### src/rtl/sync_fifo.sv
// Single-clock FIFO with wrap-bit pointers; registered read data.
// Overflowing writes and underflowing reads are dropped without touching state.
module sync_fifo #(
  parameter int DATA_WIDTH = 4,
  parameter int DEPTH      = 16,
  parameter int ADDR_WIDTH = 4
) (
  input  logic                  clk,
  input  logic                  rst,
  input  logic [DATA_WIDTH-1:0] data_in,
  output logic [DATA_WIDTH-1:0] data_out,
  input  logic                  wr_en,
  input  logic                  rd_en,
  output logic                  empty,
  output logic                  full
);

  localparam logic [ADDR_WIDTH:0] PTR_ONE = 1;

  logic [DATA_WIDTH-1:0] mem [DEPTH];
  logic [ADDR_WIDTH:0]   wr_ptr;
  logic [ADDR_WIDTH:0]   rd_ptr;
  logic                  wr_accept;
  logic                  rd_accept;

  // Flags come only from registered pointers, so inputs never reach an output.
  assign empty = (wr_ptr == rd_ptr);
  assign full  = (wr_ptr[ADDR_WIDTH-1:0] == rd_ptr[ADDR_WIDTH-1:0]) &&
                 (wr_ptr[ADDR_WIDTH] != rd_ptr[ADDR_WIDTH]);

  assign wr_accept = wr_en && !full;
  assign rd_accept = rd_en && !empty;

  // NOTE: sequential state uses non-blocking assignments so every register
  // samples pre-edge values, regardless of block ordering.
  always_ff @(posedge clk or posedge rst) begin
    if (rst) begin
      wr_ptr   <= '0;
      rd_ptr   <= '0;
      data_out <= '0;
    end else begin
      if (wr_accept) begin
        wr_ptr <= wr_ptr + PTR_ONE;
      end
      if (rd_accept) begin
        data_out <= mem[rd_ptr[ADDR_WIDTH-1:0]];
        rd_ptr   <= rd_ptr + PTR_ONE;
      end
    end
  end

  // NOTE: storage has no reset; the pointers alone define which words are valid,
  // which lets the array map onto plain RAM.
  always_ff @(posedge clk) begin
    if (wr_accept) begin
      mem[wr_ptr[ADDR_WIDTH-1:0]] <= data_in;
    end
  end

endmodule

### config.mk
export PLATFORM = sky130hd
export DESIGN_NAME = sync_fifo
export DESIGN_NICKNAME = d
export VERILOG_FILES = /design/src/rtl/sync_fifo.sv
export SDC_FILE = /design/constraint.sdc
export NUM_CORES = 1
export LEC_CHECK = 0
export CAP_MARGIN = 20
export CORE_ASPECT_RATIO = 0.75
export CORE_MARGIN = 2
export CORE_UTILIZATION = 25
export CTS_BUF_LIST = sky130_fd_sc_hd__clkbuf_16
export CTS_CLUSTER_SIZE = 20
export DETAILED_ROUTE_END_ITERATION = 10
export GPL_TIMING_DRIVEN = 0
export MAX_ROUTING_LAYER = met4
export PLACE_DENSITY_LB_ADDON = 0.05
export SLEW_MARGIN = 5
export SYNTH_ARGS = -nofsm -noshare
export SYNTH_HDL_FRONTEND = slang
export SYNTH_SLANG_ARGS = --single-unit
### constraint.sdc
create_clock -name clk -period 1.75 [get_ports clk]
set_input_delay 0.2625 -clock clk [delete_from_list [all_inputs] [get_ports clk]]
set_output_delay 0.2625 -clock clk [all_outputs]
set_load 0.01 [all_outputs]
==> flow_metrics.tcl <==
set metrics [dict create \
    outcome "finished, violations left" \
    violations "negative setup slack" \
    cts_tree "built" \
    antenna_left 0 \
    die_h_um 104 \
    swShare 0.336 \
    cap_violations 0 \
    grt_max_degree 17 \
    final.fill_count 1223 \
    drt_iter0_drc 71 \
    p_per_area_nw_per_um2 1720 \
    fin_crit_ps 1830 \
    ys_warn_count 0 \
    hold_violations 0 \
    worst_slew_pin_slew_ps 647 \
    post-route-period-util 1.05 \
    die-width_um 137 \
    synth_area_um2 3300 \
    p_comb_frac 0.418 \
    power_frac_seq 0.361 \
    worst_slack_ps -83.0 \
    numClockSinks 78 \
    port_buffers 13 \
    htree_levels 3 \
    gr-total-overflow 0 \
    critical_path_class "register to register" \
    slew_headroom 0.567 \
    synth_top_area_frac 0.582 \
    via_count 1705 \
    max_freq_mhz 546 \
    place_congestion 0.722 \
    synth_nets 192 \
    io_pins 14 \
    clock-root-buffer "clkbuf_16" \
    ys_ff_latch 78 \
    routed_wl_mm 7.51 \
    critPathCaptureType "register" \
    switchingPower_uw 2480 \
    cts_buffers 9 \
    rsz0062_at_grt "yes" \
    synth_top_area_cell "edfxtp_1" \
    drc_errors 0 \
    synth-edff-count 64 \
    grt_use_total 0.120 \
    routedWlPerCell_um 19.2 \
    coreArea_um2 12900 \
    clk_pin_slew_ps 60 \
    rows 36 \
    synthTopCellsByArea "edfxtp_1 58%, dfrtp_1 11%, mux4_2 8.2%, mux4_1 3.2%, xnor2_1 2.9%" \
    crit_path_max_fanout 7 \
    antennaDiodeCount 0 \
    whs_ps 294 \
    worstPathArrival_ps 2050 \
    clkPwrFrac 0.221 \
    p_leak_uw 0.00146 \
    power.internal_uw 4890 \
    grt_pass1_wl_mm 11.4 \
    viasPerCell 4.36 \
    layout-drive-gt1-share 0.436 \
    cts_buffer_depth 2 \
    start_util 0.256 \
    synth_seq_area_share 0.688 \
    yosysUniqueCellTypes 28 \
    report.final.slew_viol_count 0 \
    worstSkewPairLatency_ps 330 \
    ys.flop_type "edfxtp_1" \
    dp_hpwl_mm 5.33 \
    synthCells 179 \
    yosysMostFrequentCell "edfxtp_1" \
    die_area_um2 14200 \
    syn2layout_area_growth_pct 29.8 \
    crit_required_ps 1970 \
    avgSynthCellArea_um2 18.5 \
    setup_violations 41 \
    ir_drop_mv 0.499 \
    first_pass_iters 4 \
    nNetsFinal 228 \
    start_kind "register" \
    antenna_found_initial 0 \
    fin_total_pwr_uw 7380 \
    grt_pass1_vias 1867 \
    ys_async_sr_fraction 0.179 \
    clock-skew-final_ps 6.92 \
    min_path_type "input port to async pin" \
    synthTopCellsByCount "64 x edfxtp_1, 15 x and3_1, 14 x dfrtp_1" \
]
## power by group through the flow
stage | registers, µW | clock network (µW) | logic [µW]
2_1_floorplan | 2560 | 0 | 1610
3_3_place_gp | 2620 | 0 | 2310
3_5_place_dp | 2630 | 0 | 2330
4_1_cts | 2700 | 1680 | 2930
5_1_grt | 2710 | 1740 | 3340
6_report | 2660 | 1630 | 3080
## through the flow
step	std cells	worst slack, ps	util	instance area [µm²]	setup TNS, ps
6_report	391	-83.0	0.332	4290	-2510
5_1_grt	391	-146	0.332	4290	-5860
4_1_cts	386	-87.5	0.325	4200	-2880
3_5_place_dp	363	-532	0.282	3650	-18200
3_3_place_gp	363	-528	0.282	3650	-16880
2_1_floorplan	179	7.65	-	3300	0
## routing by layer
metal / vias up / GRT usage / wire length (µm)
met5: - / - / 0
met4: 0 / 0.0424 / 119
met3: 10 / 0.0338 / 164
met2: 16 / 0.177 / 3580
met1: 892 / 0.159 / 3650
li1: 787 / - / -
## area by class of cell
| cell class | instances | area [µm²] | share of cell area |
|---|---|---|---|
| flip-flops and latches | 78 | 2280 | 0.532 |
| well taps | 171 | 214 | 0.0499 |
| multi-input cells | 90 | 1190 | 0.277 |
| clock inverters | 7 | 35.0 | 0.00817 |
| repair buffers | 27 | 250 | 0.0584 |
| plain buffers | 5 | 77.6 | 0.0181 |
| clock buffers | 9 | 225 | 0.0525 |
| inverters | 4 | 15.0 | 0.00350 |
## final timing paths
path / start / to / slack (ps) / cells past startpoint
worst min-delay path: rst / wr_ptr[4] / 290 / 2
worst min register to register: data_out[0] / data_out[0] / 510 / 1
max in group asynchronous: rst / rd_ptr[1] / 1040 / 2
worst max-delay path: rd_ptr[0] / data_out[3] / -80 / 5
worst max register to register: rd_ptr[0] / data_out[3] / -80 / 5
min in group clk: data_out[0] / data_out[0] / 510 / 1
## cells by family after synthesis
family | after synthesis | share of synthesized area
adder cells (fa/ha/maj) | 5 | 0.0189
flip-flops | 78 | 0.688
buffers and inverters | 11 | 0.0189
AO/OA/AOI/OAI | 16 | 0.0379
XOR/XNOR | 14 | 0.0417
AND/OR/NAND/NOR | 33 | 0.0606
multiplexers | 22 | 0.134
## registers in the layout, indices dropped and copies added, names as in the netlist
register  flops
wr_ptr        5
data_out      4
rd_ptr        5
mem          64
## what timing repair did
action	4_1_cts	5_1_grt
gates resized for setup	76	10
hold endpoints to repair	0	0
setup buffers	8	6
hold buffers	0	0
gates cloned	1	0
setup endpoints to repair	73	70
pin swaps	10	5
## placed cells by master, fill, tap and decap left out, types with 6 or more instances in the layout
cell type,synthesis,final
clkbuf_16,0,9
buf_4,0,9
clkdlybuf4s50_1,0,11
xnor2_1,11,7
dfrtp_1,14,6
inv_1,4,7
and3_4,0,12
dfrtp_2,0,8
mux4_2,12,14
buf_6,2,7
edfxtp_1,64,64
## critical path: stages (launching register included)
cell	delay [ps]
dfrtp_2	470
buf_12	170
mux4_2	550
o22ai_4	210
nor2_1	60
mux2_2	250
Note: power is estimated with default switching activity, not from simulation.
